**src/rtl/calc_key_sequencer_if.sv**
```systemverilog
// Bundle of all non-clock/reset signals of calc_key_sequencer.
//   key_pulse/key_code          : decoded key-press strobe and 9-bit scan code {ext, byte}
//   alu_start/op/a/b            : one-cycle start request and operands to the arithmetic unit
//   alu_done/result/neg         : one-cycle result strobe, magnitude and sign
//   disp3..disp0                : display nibbles (0-9 digit, A minus, E error, F blank)
//   state/err                   : debug FSM state and timeout error flag
// modport master : the sequencer side; modport slave : keyboard/ALU/display side.
interface calc_key_sequencer_if #(
  parameter int unsigned RES_W = 14
) ();
  logic             key_pulse;
  logic [8:0]       key_code;
  logic             alu_start;
  logic [1:0]       alu_op;
  logic [6:0]       alu_a;
  logic [6:0]       alu_b;
  logic             alu_done;
  logic [RES_W-1:0] alu_result;
  logic             alu_neg;
  logic [3:0]       disp3;
  logic [3:0]       disp2;
  logic [3:0]       disp1;
  logic [3:0]       disp0;
  logic [2:0]       state;
  logic             err;

  modport master (
    input  key_pulse, key_code, alu_done, alu_result, alu_neg,
    output alu_start, alu_op, alu_a, alu_b, disp3, disp2, disp1, disp0, state, err
  );

  modport slave (
    output key_pulse, key_code, alu_done, alu_result, alu_neg,
    input  alu_start, alu_op, alu_a, alu_b, disp3, disp2, disp1, disp0, state, err
  );
endinterface

```
**src/rtl/calc_key_sequencer.sv**
```systemverilog
// Keypad calculator controller. Assembles two 2-digit decimal operands and an operator
// from key-press scan codes, runs one start/done transaction on the shared arithmetic unit,
// converts the binary result to BCD by sequential double-dabble and drives 4 display nibbles.
// Ports:
//   clk    : system clock
//   rst_n  : asynchronous active-low reset
//   io_bus : calc_key_sequencer_if.master (keys, ALU handshake, display, debug)
module calc_key_sequencer #(
  parameter int unsigned TIMEOUT = 1024,
  parameter int unsigned RES_W   = 14
) (
  input logic                  clk,
  input logic                  rst_n,
  calc_key_sequencer_if.master io_bus
);

  typedef enum logic [2:0] {
    S_A     = 3'd0,
    S_B     = 3'd1,
    S_ISSUE = 3'd2,
    S_WAIT  = 3'd3,
    S_CONV  = 3'd4,
    S_SHOW  = 3'd5
  } state_e;

  localparam int unsigned TmoW = (TIMEOUT > 1) ? $clog2(TIMEOUT) : 1;
  localparam int unsigned CntW = $clog2(RES_W);

  // Operand display: tens blank until two digits are in, ones shows 0 when empty.
  function automatic logic [15:0] opnd_disp(input logic [1:0] cnt, input logic [3:0] tens,
                                            input logic [3:0] ones);
    return {8'hFF, (cnt == 2'd2) ? tens : 4'hF, (cnt != 2'd0) ? ones : 4'h0};
  endfunction

  // Result display: blank leading zeros (digit 0 always shown), minus left of the MSD.
  function automatic logic [15:0] fmt_result(input logic [15:0] bcd, input logic neg);
    logic [3:0] d3, d2, d1, d0;
    d3 = bcd[15:12];
    d2 = bcd[11:8];
    d1 = bcd[7:4];
    d0 = bcd[3:0];
    if (d3 == 4'd0) begin
      d3 = 4'hF;
      if (d2 == 4'd0) begin
        d2 = 4'hF;
        if (d1 == 4'd0) d1 = 4'hF;
      end
    end
    if (neg) begin
      if (d1 == 4'hF)      d1 = 4'hA;
      else if (d2 == 4'hF) d2 = 4'hA;
      else if (d3 == 4'hF) d3 = 4'hA;
    end
    return {d3, d2, d1, d0};
  endfunction

  state_e           r_state, w_state_d;
  logic [3:0]       r_a_tens, w_a_tens_d, r_a_ones, w_a_ones_d;
  logic [3:0]       r_b_tens, w_b_tens_d, r_b_ones, w_b_ones_d;
  logic [1:0]       r_a_cnt, w_a_cnt_d, r_b_cnt, w_b_cnt_d;
  logic [1:0]       r_op, w_op_d, r_alu_op, w_alu_op_d;
  logic [6:0]       r_alu_a, w_alu_a_d, r_alu_b, w_alu_b_d;
  logic [TmoW-1:0]  r_tmo, w_tmo_d;
  logic [RES_W-1:0] r_bin, w_bin_d;
  logic [15:0]      r_bcd, w_bcd_d;
  logic             r_neg, w_neg_d;
  logic [CntW-1:0]  r_conv_cnt, w_conv_cnt_d;
  logic             r_err, w_err_d;
  logic [15:0]      r_disp, w_disp_d;

  // Key decode, qualified by key_pulse.
  logic       w_is_digit, w_is_op, w_enter, w_esc;
  logic [3:0] w_digit;
  logic [1:0] w_op;

  always_comb begin
    w_is_digit = 1'b0;
    w_digit    = 4'd0;
    w_is_op    = 1'b0;
    w_op       = 2'd0;
    w_enter    = 1'b0;
    w_esc      = 1'b0;
    if (io_bus.key_pulse) begin
      case (io_bus.key_code)
        9'h070: begin w_is_digit = 1'b1; w_digit = 4'd0; end
        9'h069: begin w_is_digit = 1'b1; w_digit = 4'd1; end
        9'h072: begin w_is_digit = 1'b1; w_digit = 4'd2; end
        9'h07A: begin w_is_digit = 1'b1; w_digit = 4'd3; end
        9'h06B: begin w_is_digit = 1'b1; w_digit = 4'd4; end
        9'h073: begin w_is_digit = 1'b1; w_digit = 4'd5; end
        9'h074: begin w_is_digit = 1'b1; w_digit = 4'd6; end
        9'h06C: begin w_is_digit = 1'b1; w_digit = 4'd7; end
        9'h075: begin w_is_digit = 1'b1; w_digit = 4'd8; end
        9'h07D: begin w_is_digit = 1'b1; w_digit = 4'd9; end
        9'h079: begin w_is_op = 1'b1; w_op = 2'd0; end
        9'h07B: begin w_is_op = 1'b1; w_op = 2'd1; end
        9'h07C: begin w_is_op = 1'b1; w_op = 2'd2; end
        9'h05A: w_enter = 1'b1;
        9'h076: w_esc = 1'b1;
        default: ;
      endcase
    end
  end

  // One double-dabble step: add 3 to every nibble >= 5, then shift the next binary bit in.
  logic [15:0] w_bcd_adj, w_bcd_shift;
  always_comb begin
    for (int i = 0; i < 4; i++) begin
      w_bcd_adj[4*i +: 4] = (r_bcd[4*i +: 4] >= 4'd5) ? r_bcd[4*i +: 4] + 4'd3
                                                       : r_bcd[4*i +: 4];
    end
    w_bcd_shift = {w_bcd_adj[14:0], r_bin[RES_W-1]};
  end

  logic [6:0] w_val_a, w_val_b;
  assign w_val_a = {3'b000, r_a_tens} * 7'd10 + {3'b000, r_a_ones};
  assign w_val_b = {3'b000, r_b_tens} * 7'd10 + {3'b000, r_b_ones};

  always_comb begin
    w_state_d    = r_state;
    w_a_tens_d   = r_a_tens;
    w_a_ones_d   = r_a_ones;
    w_a_cnt_d    = r_a_cnt;
    w_b_tens_d   = r_b_tens;
    w_b_ones_d   = r_b_ones;
    w_b_cnt_d    = r_b_cnt;
    w_op_d       = r_op;
    w_alu_op_d   = r_alu_op;
    w_alu_a_d    = r_alu_a;
    w_alu_b_d    = r_alu_b;
    w_tmo_d      = r_tmo;
    w_bin_d      = r_bin;
    w_bcd_d      = r_bcd;
    w_neg_d      = r_neg;
    w_conv_cnt_d = r_conv_cnt;
    w_err_d      = r_err;
    w_disp_d     = r_disp;

    unique case (r_state)
      S_A: begin
        if (w_is_digit && r_a_cnt < 2'd2) begin
          w_a_tens_d = r_a_ones;
          w_a_ones_d = w_digit;
          w_a_cnt_d  = r_a_cnt + 2'd1;
          w_disp_d   = opnd_disp(r_a_cnt + 2'd1, r_a_ones, w_digit);
        end else if (w_is_op && r_a_cnt != 2'd0) begin
          w_op_d    = w_op;
          w_state_d = S_B;
          w_disp_d  = opnd_disp(r_b_cnt, r_b_tens, r_b_ones);
        end
      end
      S_B: begin
        if (w_is_digit && r_b_cnt < 2'd2) begin
          w_b_tens_d = r_b_ones;
          w_b_ones_d = w_digit;
          w_b_cnt_d  = r_b_cnt + 2'd1;
          w_disp_d   = opnd_disp(r_b_cnt + 2'd1, r_b_ones, w_digit);
        end else if (w_enter && r_b_cnt != 2'd0) begin
          // Operands are registered here so they are valid during the start cycle.
          w_alu_a_d  = w_val_a;
          w_alu_b_d  = w_val_b;
          w_alu_op_d = r_op;
          w_state_d  = S_ISSUE;
        end
      end
      S_ISSUE: begin
        w_tmo_d   = '0;
        w_state_d = S_WAIT;
      end
      S_WAIT: begin
        if (io_bus.alu_done) begin
          w_bin_d      = io_bus.alu_result;
          w_neg_d      = io_bus.alu_neg;
          w_bcd_d      = '0;
          w_conv_cnt_d = '0;
          w_state_d    = S_CONV;
        end else if (r_tmo == TmoW'(TIMEOUT - 1)) begin
          w_err_d   = 1'b1;
          w_disp_d  = 16'hEEEE;
          w_state_d = S_SHOW;
        end else begin
          w_tmo_d = r_tmo + 1'b1;
        end
      end
      S_CONV: begin
        w_bcd_d      = w_bcd_shift;
        w_bin_d      = {r_bin[RES_W-2:0], 1'b0};
        w_conv_cnt_d = r_conv_cnt + 1'b1;
        if (r_conv_cnt == CntW'(RES_W - 1)) begin
          w_disp_d  = fmt_result(w_bcd_shift, r_neg);
          w_state_d = S_SHOW;
        end
      end
      S_SHOW: begin
        if (w_is_digit) begin
          w_a_tens_d = 4'd0;
          w_a_ones_d = w_digit;
          w_a_cnt_d  = 2'd1;
          w_b_tens_d = 4'd0;
          w_b_ones_d = 4'd0;
          w_b_cnt_d  = 2'd0;
          w_err_d    = 1'b0;
          w_disp_d   = opnd_disp(2'd1, 4'd0, w_digit);
          w_state_d  = S_A;
        end
      end
      default: w_state_d = S_A;
    endcase

    // Esc behaves like a synchronous reset from any state.
    if (w_esc) begin
      w_state_d    = S_A;
      w_a_tens_d   = 4'd0;
      w_a_ones_d   = 4'd0;
      w_a_cnt_d    = 2'd0;
      w_b_tens_d   = 4'd0;
      w_b_ones_d   = 4'd0;
      w_b_cnt_d    = 2'd0;
      w_op_d       = 2'd0;
      w_alu_op_d   = 2'd0;
      w_alu_a_d    = 7'd0;
      w_alu_b_d    = 7'd0;
      w_tmo_d      = '0;
      w_bin_d      = '0;
      w_bcd_d      = '0;
      w_neg_d      = 1'b0;
      w_conv_cnt_d = '0;
      w_err_d      = 1'b0;
      w_disp_d     = 16'hFFFF;
    end
  end

  always_ff @(posedge clk or negedge rst_n) begin
    if (!rst_n) begin
      r_state    <= S_A;
      r_a_tens   <= 4'd0;
      r_a_ones   <= 4'd0;
      r_a_cnt    <= 2'd0;
      r_b_tens   <= 4'd0;
      r_b_ones   <= 4'd0;
      r_b_cnt    <= 2'd0;
      r_op       <= 2'd0;
      r_alu_op   <= 2'd0;
      r_alu_a    <= 7'd0;
      r_alu_b    <= 7'd0;
      r_tmo      <= '0;
      r_bin      <= '0;
      r_bcd      <= '0;
      r_neg      <= 1'b0;
      r_conv_cnt <= '0;
      r_err      <= 1'b0;
      r_disp     <= 16'hFFFF;
    end else begin
      r_state    <= w_state_d;
      r_a_tens   <= w_a_tens_d;
      r_a_ones   <= w_a_ones_d;
      r_a_cnt    <= w_a_cnt_d;
      r_b_tens   <= w_b_tens_d;
      r_b_ones   <= w_b_ones_d;
      r_b_cnt    <= w_b_cnt_d;
      r_op       <= w_op_d;
      r_alu_op   <= w_alu_op_d;
      r_alu_a    <= w_alu_a_d;
      r_alu_b    <= w_alu_b_d;
      r_tmo      <= w_tmo_d;
      r_bin      <= w_bin_d;
      r_bcd      <= w_bcd_d;
      r_neg      <= w_neg_d;
      r_conv_cnt <= w_conv_cnt_d;
      r_err      <= w_err_d;
      r_disp     <= w_disp_d;
    end
  end

  assign io_bus.alu_start = (r_state == S_ISSUE);
  assign io_bus.alu_op    = r_alu_op;
  assign io_bus.alu_a     = r_alu_a;
  assign io_bus.alu_b     = r_alu_b;
  assign io_bus.disp3     = r_disp[15:12];
  assign io_bus.disp2     = r_disp[11:8];
  assign io_bus.disp1     = r_disp[7:4];
  assign io_bus.disp0     = r_disp[3:0];
  assign io_bus.state     = r_state;
  assign io_bus.err       = r_err;

endmodule
```
**src/flat_wrapper.sv**
```systemverilog
// flat-port wrapper written by rule: the top's interface ports become plain ports
module calc_key_sequencer_flat 
#(
  parameter int unsigned TIMEOUT = 1024,
  parameter int unsigned RES_W   = 14
)
  (clk, rst_n, io_bus_key_pulse, io_bus_key_code, io_bus_alu_done, io_bus_alu_result, io_bus_alu_neg, io_bus_alu_start, io_bus_alu_op, io_bus_alu_a, io_bus_alu_b, io_bus_disp3, io_bus_disp2, io_bus_disp1, io_bus_disp0, io_bus_state, io_bus_err);
  calc_key_sequencer_if #(.RES_W(RES_W)) io_bus_i ();
  input logic clk;
  input logic rst_n;
  input wire logic [$bits(io_bus_i.key_pulse)-1:0] io_bus_key_pulse;
  input wire logic [$bits(io_bus_i.key_code)-1:0] io_bus_key_code;
  input wire logic [$bits(io_bus_i.alu_done)-1:0] io_bus_alu_done;
  input wire logic [$bits(io_bus_i.alu_result)-1:0] io_bus_alu_result;
  input wire logic [$bits(io_bus_i.alu_neg)-1:0] io_bus_alu_neg;
  output wire logic [$bits(io_bus_i.alu_start)-1:0] io_bus_alu_start;
  output wire logic [$bits(io_bus_i.alu_op)-1:0] io_bus_alu_op;
  output wire logic [$bits(io_bus_i.alu_a)-1:0] io_bus_alu_a;
  output wire logic [$bits(io_bus_i.alu_b)-1:0] io_bus_alu_b;
  output wire logic [$bits(io_bus_i.disp3)-1:0] io_bus_disp3;
  output wire logic [$bits(io_bus_i.disp2)-1:0] io_bus_disp2;
  output wire logic [$bits(io_bus_i.disp1)-1:0] io_bus_disp1;
  output wire logic [$bits(io_bus_i.disp0)-1:0] io_bus_disp0;
  output wire logic [$bits(io_bus_i.state)-1:0] io_bus_state;
  output wire logic [$bits(io_bus_i.err)-1:0] io_bus_err;
  assign io_bus_i.key_pulse = io_bus_key_pulse;
  assign io_bus_i.key_code = io_bus_key_code;
  assign io_bus_i.alu_done = io_bus_alu_done;
  assign io_bus_i.alu_result = io_bus_alu_result;
  assign io_bus_i.alu_neg = io_bus_alu_neg;
  assign io_bus_alu_start = io_bus_i.alu_start;
  assign io_bus_alu_op = io_bus_i.alu_op;
  assign io_bus_alu_a = io_bus_i.alu_a;
  assign io_bus_alu_b = io_bus_i.alu_b;
  assign io_bus_disp3 = io_bus_i.disp3;
  assign io_bus_disp2 = io_bus_i.disp2;
  assign io_bus_disp1 = io_bus_i.disp1;
  assign io_bus_disp0 = io_bus_i.disp0;
  assign io_bus_state = io_bus_i.state;
  assign io_bus_err = io_bus_i.err;
  calc_key_sequencer #(.TIMEOUT(TIMEOUT), .RES_W(RES_W)) u_core (.clk(clk), .rst_n(rst_n), .io_bus(io_bus_i));
endmodule
```
**config.mk**
```make
export PLATFORM = sky130hd
export DESIGN_NAME = calc_key_sequencer_flat
export DESIGN_NICKNAME = d
export VERILOG_FILES = /design/src/rtl/calc_key_sequencer_if.sv /design/src/rtl/calc_key_sequencer.sv /design/src/flat_wrapper.sv
export SDC_FILE = /design/constraint.sdc
export NUM_CORES = 1
export LEC_CHECK = 0
export BUFFER_PORTS_ARGS = -buffer_cell sky130_fd_sc_hd__buf_2
export CAP_MARGIN = 0
export CORE_MARGIN = 2
export CORE_UTILIZATION = 60
export CTS_CLUSTER_DIAMETER = 100
export CTS_CLUSTER_SIZE = 8
export DETAILED_ROUTE_END_ITERATION = 6
export GPL_TIMING_DRIVEN = 0
export PLACE_DENSITY = 0.78
export SYNTH_ARGS = -nofsm -noshare
export SYNTH_HDL_FRONTEND = slang
export SYNTH_SLANG_ARGS = --single-unit
```
**constraint.sdc**
```tcl
create_clock -name clk -period 2.8 [get_ports clk]
set_clock_uncertainty 0.2 [all_clocks]
set_input_delay 0.56 -clock clk [delete_from_list [all_inputs] [get_ports clk]]
set_output_delay 0.56 -clock clk [all_outputs]
set_load 0.01 [all_outputs]
```
Word level (Yosys, flattened, before mapping)
Index checks and enable logic that the tools add are counted.
- register bits after elaboration: 103
- latch bits: 0
- RAM bits: 0
- memory bits (read-only): 0
- input port bits: 28
- word-level logic and storage cells: 237
- memories: 0
- add/sub/neg operators: 10
- multiply operators: 2
- div/mod/pow operators: 0
- $lt $le $gt $ge: 6
- equality and inequality tests: 44
- shift operators: 0
- mux-type cells: 121
- bitwise logic cells: 0
- reductions and logical operators: 36
- operator list (kind ; number):
    4-bit 2-to-1 mux ; 43
    16-bit 2-to-1 mux ; 10
    9-bit by 7-bit == test with 1-bit output, second input constant ; 15
    16-bit case mux with 5 select lines ; 1
    7-bit 2-to-1 mux ; 8
    4-bit case mux with 2 select lines ; 5
    4-bit case mux with 9 select lines ; 1
    16-bit case mux with 2 select lines ; 1
    10-bit 2-to-1 mux ; 3
    2-bit 2-to-1 mux ; 15
    3-bit 2-to-1 mux ; 10
    14-bit 2-to-1 mux ; 2
    14-bit case mux with 2 select lines ; 1
    3-bit by 1-bit inequality test with 1-bit output, second input constant ; 7
    10-bit case mux with 2 select lines ; 1
    2-bit nonzero test ; 10
    3-bit case mux with 6 select lines ; 1
    4-bit == test, second input constant ; 4
    4-bit by 3-bit greater-or-equal comparator with 1-bit output, second input constant ; 4
    1-bit 2-to-1 mux ; 15
    3-bit by 2-bit inequality test with 1-bit output, second input constant ; 5
    3-bit AND reduction ; 5
    3-bit nonzero test ; 5
    7-bit by 4-bit adder with 7-bit output ; 2
    26 further kinds ; 45

Logic depth before layout (Yosys ltp)
Gate-level depths: netlist of run 1.
- depth in word-level cells: 14
- gate-level depth with buffers: 11
- gate-level depth less buffers: 9

Least setup slack after synthesis of run 1
OpenSTA, ideal clock, no wires.
- path kind: input port to flip-flop
- from: input io_bus_key_code[3]
- to: register u_core.r_disp[12]
- setup time: 0.080 ns
- arrival: 2.379 ns
- required time: 2.520 ns
- path slack: 0.142 ns
- stages on the path: 9
- buffers on the path: 3
- cells stage by stage: buf_4 -> inv_1 -> maj3_2 -> o2111a_1 -> or4_4 -> and4_1 -> buf_6 -> buf_6 -> o22a_1
- cells in the longest elaborated chain, start to end: 8
- elaborated cells between the ends (all ways): 36
- those cells by class: 20 x eq/ne; 9 x mux; 7 x reduce/logical
- RTL lines (item ; RTL line ; text):
    start: declaration ; flat_wrapper.sv:12 ; input wire logic [$bits(io_bus_i.key_code)-1:0] io_bus_key_code;
    9-bit by 7-bit == test with 1-bit output ; calc_key_sequencer.sv:84 ; case (io_bus.key_code)
    10-bit OR reduction (no line) ; -- ;
    1-bit 2-to-1 mux ; calc_key_sequencer.sv:84 ;
    1-bit 2-to-1 mux ; calc_key_sequencer.sv:83 ; if (io_bus.key_pulse) begin
    1-bit logical AND ; calc_key_sequencer.sv:141 ; if (w_is_digit && r_a_cnt < 2'd2) begin
    16-bit 2-to-1 mux ; calc_key_sequencer.sv:141 ;
    16-bit case mux with 5 select lines ; calc_key_sequencer.sv:139 ; unique case (r_state)
    16-bit 2-to-1 mux ; calc_key_sequencer.sv:211 ; if (w_esc) begin
    end signal: assignment ; calc_key_sequencer.sv:271 ; r_disp <= w_disp_d;
    end: declaration ; calc_key_sequencer.sv:69 ; logic [15:0] r_disp, w_disp_d;
Parallel ways exist; a longest one is shown, timed or not.
A chain may end at the register's enable or synchronous reset.

Worst setup path after layout of run 1
- from: register u_core.r_state[0], in the netlist u_core.io_bus.state[0]
- to: register u_core.r_disp[8]
- cells in the longest elaborated chain, start to end: 3
- elaborated cells between the ends (all ways): 15
- those cells by class: 10 x eq/ne; 2 x mux; 3 x reduce/logical
- RTL lines (item ; RTL line ; text):
    start: declaration ; calc_key_sequencer.sv:57 ; state_e r_state, w_state_d;
    start signal: assignment ; calc_key_sequencer.sv:254 ; r_state <= w_state_d;
    3-bit == test, or another cell as far along ; calc_key_sequencer.sv:139 ;
    3-bit by 1-bit inequality test with 1-bit output (no line), or another cell as far along ; -- ;
    7-bit AND reduction (no line) or 16-bit 2-to-1 mux (tied branches) ; -- ;
Parallel ways exist; a longest one is shown, timed or not.

==> summary.md, run 1 <==
| Metric | Value |
|---|---|
| Vias in the first global route | `around 5,600` |
| Distinct cells, synth | `70` |
| Cell Chain, Critical Path | `buf_2 -> nand2b_1 -> nor2_1 -> nand3b_1 -> a32oi_1 -> and4_1 -> buf_6 -> buf_6 -> nand2_1 -> o22a_1` |
| Share of the synthesized area in the top cell type | `34.4%` |
| Core region area | `slightly above 0.01 mm2` |
| Nets | `854` |
| Highest clock rate | `roughly 370 MHz` |
| Largest cells by area after synthesis | `sky130_fd_sc_hd__dfrtp_1, sky130_fd_sc_hd__dfstp_2, sky130_fd_sc_hd__o21ai_0` |
| First-pass GRT wire length | `27,200 um` |
| Max-capacitance violation count | `0` |
| Antenna Diode Count | `0` |
| Buffer levels on the longest clock path | `2` |
| Arrival @ worst endpoint | `around 2.8 ns` |
| Average cell area after synthesis | `8.88 um2` |
| Cell taking the most area after synthesis | `sky130_fd_sc_hd__dfrtp_1` |
| Number of nets with antenna violations after detailed routing | `0` |
| Count of state elements after synthesis | `103` |
| Biggest fanout along the worst timing path | `10` |
| Final Hold Viols | `0` |
| Required time reported for the critical path endpoint | `2.93 ns` |
| Initial antenna violation count | `0` |
| Critical path endpoint category | `flop` |
| Fillers | `864` |
| Clock Root Buffer | `sky130_fd_sc_hd__clkbuf_8` |
| Remaining global-route overflow | `0` |
| Floorplan die area | `~0.011 mm2` |
| Warnings from Yosys | `0` |
| Slowest-stage cell, CP | `sky130_fd_sc_hd__nor2_1` |
| Minimum period implied by the final worst setup slack | `2.68 ns` |
| Power per unit of standard cell area | `886 mW/mm2` |
| Kind of path behind the tightest hold check | `input pin to flop` |
| Share of flip-flops with an asynchronous set or reset | `100%` |
| Clock-pin slew on the worst setup and hold paths | `0.10 ns` |
| Outcome | `complete, no violations` |
| Floorplan die width | `107 um` |
| CTS tree | `done` |
| Worst vdd ir | `0.501 mV` |
| Count of port buffers added during placement | `63` |
| Final Instance Area | `0.00716 mm2` |
| Global-route usage over all layers | `30.0%` |
| Cell area after technology mapping | `0.00633 mm2` |
| WP buf/inv | `3` |
| Total clock buffers created by CTS | `9` |
| Count of standard-cell rows | `37` |
| Area growth from synthesis to layout | `13.1%` |
| DR iter-0 viols | `between 500 and 600` |
| Max-slew headroom at the worst pin | `38.6%` |
| Total via count in the routed design | `5,799` |
| Routed via count divided by cell count | `6.22` |
| Total cell area at the placement stage | `0.00685 mm2` |
| Seq/Total Area, Yosys | `41.0%` |
| Slew Viols, Final | `0` |
| Startpoint type of the worst setup path | `flop` |
| Number of synthesized flops with an enable pin | `0` |
| Per-cell routed wire length | `17.6 um` |
| Routability cong. | `between 0.9 and 1` |
| TritonCTS sink count | `103` |
| Syn Nets | `about 780` |
| Detail Placement HPWL | `between 10,000 and 15,000 um` |
| Depth of the CTS H-tree | `3` |
| Maximum number of pins on one net before global-route repair | `74` |
| Die Y-Extent | `107 um` |
| Final setup violating endpoints | `0` |
| Cells after synthesis | `713` |
| LEAKAGE | `3.13 nW` |
| Commonest cells after routing, fill and taps aside | `sky130_fd_sc_hd__nand2_1, sky130_fd_sc_hd__dfrtp_1, sky130_fd_sc_hd__o21ai_0` |
| Fraction of final layout cells with drive strength greater than 1 | `between 10% and 20%` |
| Detailed-route DRC error count | `0` |
| Overall routed net length | `16,400 um` |
| Number of top-level pins | `65` |
| Part of the cycle the worst path needs | `95.6%` |
| Initial standard-cell utilization of the core | `61.6%` |
| Skew-Pair Late Insertion Delay | `0.39 ns` |
| Family with the most delay on the worst path | `simple AND/OR/NAND/NOR gates` |
| Critical Path Max Stage Delay | `0.43 ns` |
| Cell type with the highest occurrence count on the critical path | `sky130_fd_sc_hd__buf_6` |
| Slew at the pin closest to its max-slew limit | `0.921 ns` |
| Final cell utilization of the core | `a little over two thirds` |
| Crit Path Class | `flop to flop` |
| Most used flip-flop cell after synthesis | `sky130_fd_sc_hd__dfrtp_1` |
| Detailed-router iteration count before antenna repair | `5` |
## through the flow
step	power, mW	instances	setup TNS [ns]	worst slack [ns]	hold slack (ns)
finish	6.34	933	0	0.124	0.258
global route	6.82	933	-0.0258	-0.0258	0.268
CTS	6.22	932	0	0.0446	0.261
detailed placement	5.23	913	-15.03	-0.491	0.272
global placement	5.09	912	-17.95	-0.422	0.257
floorplan	4.36	713	0	0.142	0.0644
## report_power, final
part	internal (mW)	leakage, nW	switching, mW
registers	1.96	1.28	0.337
logic	1.21	1.75	1.89
clock network	0.413	0.0916	0.541
## cell families (layout without fill, tap and decap cells)
kind of cell / count (synthesis) / count (layout) / synth area share (%)
xor+xnor: 22 / 22 / 3.04
fa+ha+maj: 35 / 35 / 7.37
buf+inv: 82 / 166 / 5.75
flops: 103 / 103 / 41.0
simple gates: 258 / 258 / 20.7
mux: 10 / 10 / 1.64
compound gates: 203 / 203 / 20.5
## metal layers
metal / share of wire [%] / vias to the layer above / wire length (um) / GRT usage, %
met1: 44 / 2855 / 7200 / 40.8
met2: 48 / 207 / 7910 / 49.0
li1: - / 2713 / - / -
met5: 0 / - / 0 / 0
met4: 1.8 / 0 / 298 / 10.8
met3: 6.0 / 24 / 980 / 4.74
## worst min-delay path: stages
cell and delay [ns]:
sky130_fd_sc_hd__buf_2 0.11, sky130_fd_sc_hd__nand3_1 0.08, sky130_fd_sc_hd__a21oi_1 0.07
## timing repair
action | CTS | global route
endpoints found under the setup margin | 21 | 39
buffers inserted | 2 | 1
hold endpoints to repair | 24 | 0
resized for setup | 4 | 22
pin swaps | 0 | 2
hold buffers | 1 | 0
## final timing paths
| path | cells past startpoint | to | start | slack, ns |
|---|---|---|---|---|
| setup reg to reg | 10 | u_core.r_disp[8] | u_core.io_bus.state[0] | 0.12 |
| hold reg to reg | 1 | u_core.r_tmo[8] | u_core.r_tmo[8] | 0.29 |
| min in group asynchronous | 2 | u_core.r_bcd[10] | rst_n | 0.43 |
| hold / removal | 3 | u_core.r_neg | io_bus_alu_neg | 0.26 |
| max in group asynchronous | 3 | u_core.r_disp[7] | rst_n | 1.26 |
| setup / recovery | 10 | u_core.r_disp[8] | u_core.io_bus.state[0] | 0.12 |
## flip-flops by register name, summed over array words and instances, names as in the netlist
signal	flops
u_core.io_bus.alu_a	7
u_core.io_bus.alu_b	7
u_core.io_bus.alu_op	2
u_core.io_bus.err	1
u_core.io_bus.state	3
u_core.r_a_cnt	2
u_core.r_a_ones	4
u_core.r_a_tens	4
u_core.r_b_cnt	2
u_core.r_b_ones	4
u_core.r_b_tens	4
u_core.r_bcd	16
u_core.r_bin	14
u_core.r_conv_cnt	4
u_core.r_disp	16
u_core.r_neg	1
u_core.r_op	2
u_core.r_tmo	10
## final cells by class
cell class	count	area, um2	share of cell area, %
multi-input cells	528	3450	48.2
flip-flops and latches	103	2600	36.3
repair buffers	68	378	5.28
plain buffers	38	203	2.83
well taps	136	170	2.38
inverters	44	165	2.31
clock buffers	9	124	1.73
clock inverters	7	71.3	0.996
## cells in the mapped netlist (4+ instances only)
| library cell | n |
|---|---|
| sky130_fd_sc_hd__o31ai_1 | 9 |
| sky130_fd_sc_hd__fa_1 | 4 |
| sky130_fd_sc_hd__mux2i_1 | 7 |
| sky130_fd_sc_hd__a21oi_1 | 29 |
| sky130_fd_sc_hd__buf_6 | 6 |
| sky130_fd_sc_hd__a31oi_1 | 12 |
| sky130_fd_sc_hd__a22oi_1 | 14 |
| sky130_fd_sc_hd__xor2_1 | 9 |
| sky130_fd_sc_hd__clkbuf_1 | 25 |
| sky130_fd_sc_hd__dfstp_2 | 16 |
| sky130_fd_sc_hd__and2_1 | 4 |
| sky130_fd_sc_hd__nand2b_1 | 6 |
| sky130_fd_sc_hd__inv_1 | 43 |
| sky130_fd_sc_hd__a22o_1 | 5 |
| sky130_fd_sc_hd__dfrtp_1 | 87 |
| sky130_fd_sc_hd__nand3_1 | 40 |
| sky130_fd_sc_hd__nand3b_1 | 4 |
| sky130_fd_sc_hd__nor2b_1 | 8 |
| sky130_fd_sc_hd__or3_1 | 5 |
| sky130_fd_sc_hd__o311ai_0 | 4 |
| sky130_fd_sc_hd__xnor2_1 | 13 |
| sky130_fd_sc_hd__nor3_1 | 13 |
| sky130_fd_sc_hd__nor2_1 | 46 |
| sky130_fd_sc_hd__ha_1 | 30 |
| sky130_fd_sc_hd__o21ai_0 | 84 |
| sky130_fd_sc_hd__o211ai_1 | 5 |
| sky130_fd_sc_hd__and3_1 | 6 |
| sky130_fd_sc_hd__nor3b_1 | 14 |
| sky130_fd_sc_hd__nand2_1 | 86 |
| sky130_fd_sc_hd__nor4_1 | 5 |
| sky130_fd_sc_hd__a41oi_1 | 6 |
| sky130_fd_sc_hd__buf_2 | 6 |
Note: power is estimated with default switching activity, not from simulation.
==> run 2: changes to the inputs <==
- MAX_ROUTING_LAYER: not set -> met4
==> run 2 against run 1 <==
Highest routed layer unchanged. Sequential share of layout area did not move. Largest cell class unchanged. Register-to-register slack barely moved. Die area did not move.
==> summary.md, run 2 (synthesized netlist as in run 1, its figures left out) <==
| Metric | Value |
|---|---|
| Remaining global-route overflow | `0` |
| Crit Path Class | `flop to flop` |
| Number of nets with antenna violations after detailed routing | `0` |
| Routed via count divided by cell count | `6.16` |
| Initial standard-cell utilization of the core | `61.6%` |
| Count of port buffers added during placement | `63` |
| Detail Placement HPWL | `between 10,000 and 15,000 um` |
| Fraction of final layout cells with drive strength greater than 1 | `18.7%` |
| Maximum number of pins on one net before global-route repair | `74` |
| End of the worst hold path | `u_core.r_neg` |
| Slowest-stage cell, CP | `sky130_fd_sc_hd__nor2_1` |
| Design Power | `6.34 mW` |
| Clock Root Buffer | `sky130_fd_sc_hd__clkbuf_8` |
| Required time reported for the critical path endpoint | `2.93 ns` |
| Clock-pin slew on the worst setup and hold paths | `0.10 ns` |
| Highest clock rate | `374 MHz` |
| WP buf/inv | `3` |
| Per-cell routed wire length | `17.5 um` |
| Count of standard-cell rows | `37` |
| Total clock buffers created by CTS | `9` |
| Arrival @ worst endpoint | `between 2 and 3 ns` |
| Cell depth of the worst hold path | `3` |
| Die Y-Extent | `107 um` |
| Initial antenna violation count | `0` |
| Cell type with the highest occurrence count on the critical path | `sky130_fd_sc_hd__buf_6` |
| Antenna Diode Count | `0` |
| Routability cong. | `around 0.96` |
| Crit Reg-Reg Endpoint | `u_core.r_disp[8]` |
| LEAKAGE | `3.13 nW` |
| Critical path endpoint category | `flop` |
| Vias in the first global route | `5,575` |
| Final setup violating endpoints | `0` |
| Kind of path behind the tightest hold check | `input pin to flop` |
| Registers with the most flip-flops | `u_core.r_bcd x16, u_core.r_disp x16, u_core.r_bin x14` |
| Path depth of the worst reg2reg path | `10` |
| Slew at the pin closest to its max-slew limit | `between 0.9 and 1 ns` |
| DR iter-0 viols | `around 580` |
| Slew Viols, Final | `0` |
| Global-route usage over all layers | `30.9%` |
| Max-slew headroom at the worst pin | `about two fifths` |
| Slack of the critical path | `0.127 ns` |
| Cell Chain, Critical Path | `buf_2 -> nand2b_1 -> nor2_1 -> nand3b_1 -> a32oi_1 -> and4_1 -> buf_6 -> buf_6 -> nand2_1 -> o22a_1` |
| Depth of the CTS H-tree | `3` |
| Outcome | `complete, no violations` |
| Buffer levels on the longest clock path | `2` |
| CTS tree | `done` |
| Biggest fanout along the worst timing path | `10` |
| Pre-CTS setup slack | `-0.491 ns` |
| Skew-Pair Late Insertion Delay | `0.39 ns` |
| Power per unit of standard cell area | `between 800 and 900 mW/mm2` |
| Minimum period implied by the final worst setup slack | `2.67 ns` |
| Number of top-level pins | `65` |
| Core region area | `around 0.010 mm2` |
| Commonest cells after routing, fill and taps aside | `sky130_fd_sc_hd__nand2_1, sky130_fd_sc_hd__dfrtp_1, sky130_fd_sc_hd__o21ai_0` |
| Start point of the worst hold path | `io_bus_alu_neg` |
| Worst R2R Start | `u_core.io_bus.state[0]` |
| Floorplan die area | `0.0114 mm2` |
| Worst vdd ir | `0.501 mV` |
| Nets | `854` |
| Detailed-router iteration count before antenna repair | `5` |
| TritonCTS sink count | `103` |
| Critical Path Max Stage Delay | `0.43 ns` |
| Max-capacitance violation count | `0` |
| Area growth from synthesis to layout | `13.1%` |
| Part of the cycle the worst path needs | `a little over nine tenths` |
| Final Hold Viols | `0` |
| Startpoint type of the worst setup path | `flop` |
| First-pass GRT wire length | `27,200 um` |
| Family with the most delay on the worst path | `simple AND/OR/NAND/NOR gates` |
| Detailed-route DRC error count | `0` |
| R2R setup slack | `0.13 ns` |
| Overall routed net length | `16,400 um` |
| Total via count in the routed design | `5,748` |
| Floorplan die width | `107 um` |
run 2: cell counts in the layout (fill, tap and decap cells not counted):
No cell type changed its count.
run 2: metal layers:
layer  global-route usage [%]  part of all wire, %  vias up
li1                         -                    -     2712
met1                     40.9                   45     2842
met2                     49.0                   48      175
met3                     4.74                  5.0       19
met4                     10.8                  1.5        0
met5                        -                    0        -
run 2: cell type report:
cell class              count  area, um2
plain buffers              38        203
clock buffers               9        124
clock inverters             7       71.3
fillers                   864       3120
inverters                  44        165
multi-input cells         528       3450
flip-flops and latches    103       2600
well taps                 136        170
repair buffers             68        378
run 2: how the worst max path moves through the flow:
stage / depth (start not counted) / endpoint / startpoint / slack (ns)
floorplan: 9 / u_core.r_disp[12] / io_bus_key_code[3] / 0.14
global route: 9 / u_core.r_disp[12] / u_core.r_bcd[5] / -0.03
CTS: 9 / u_core.r_disp[12] / u_core.r_bcd[4] / 0.04
finish: 10 / u_core.r_disp[8] / u_core.io_bus.state[0] / 0.13
global placement: 11 / u_core.r_bcd[11] / io_bus_key_code[4] / -0.42
detailed placement: 11 / u_core.r_conv_cnt[3] / io_bus_key_code[4] / -0.49
run 2: timing repair:
item,4_1_cts,5_1_grt
resized for setup,4,22
pin swaps,0,2
setup buffers,2,1
hold buffers,1,0
setup endpoints to repair,21,39
hold endpoints to repair,24,0
run 2: worst reg2reg max path, stage by stage (launching register included):
cell and delay, ns:
sky130_fd_sc_hd__dfrtp_1 0.38, sky130_fd_sc_hd__buf_2 0.24, sky130_fd_sc_hd__nand2b_1 0.12, sky130_fd_sc_hd__nor2_1 0.43, sky130_fd_sc_hd__nand3b_1 0.20, sky130_fd_sc_hd__a32oi_1 0.23
sky130_fd_sc_hd__and4_1 0.26, sky130_fd_sc_hd__buf_6 0.13, sky130_fd_sc_hd__buf_6 0.15, sky130_fd_sc_hd__nand2_1 0.08, sky130_fd_sc_hd__o22a_1 0.19
run 2: where the power goes:
part	internal, mW	total (mW)	leakage [nW]	switching, mW
Combinational	1.21	3.09	1.75	1.88
Clock	0.413	0.953	0.0916	0.540
Sequential	1.95	2.29	1.28	0.337
run 2: metrics by stage:
| step | hold slack (ns) | cells | setup TNS [ns] | util (%) | area (um2) |
|---|---|---|---|---|---|
| floorplan | 0.0644 | 713 | 0 | - | 6330 |
| global placement | 0.257 | 912 | -17.95 | 66.3 | 6820 |
| detailed placement | 0.272 | 913 | -15.03 | 66.6 | 6850 |
| CTS | 0.261 | 932 | 0 | 68.9 | 7080 |
| global route | 0.268 | 933 | -0.0258 | 69.7 | 7160 |
| finish | 0.259 | 933 | 0 | 69.7 | 7160 |
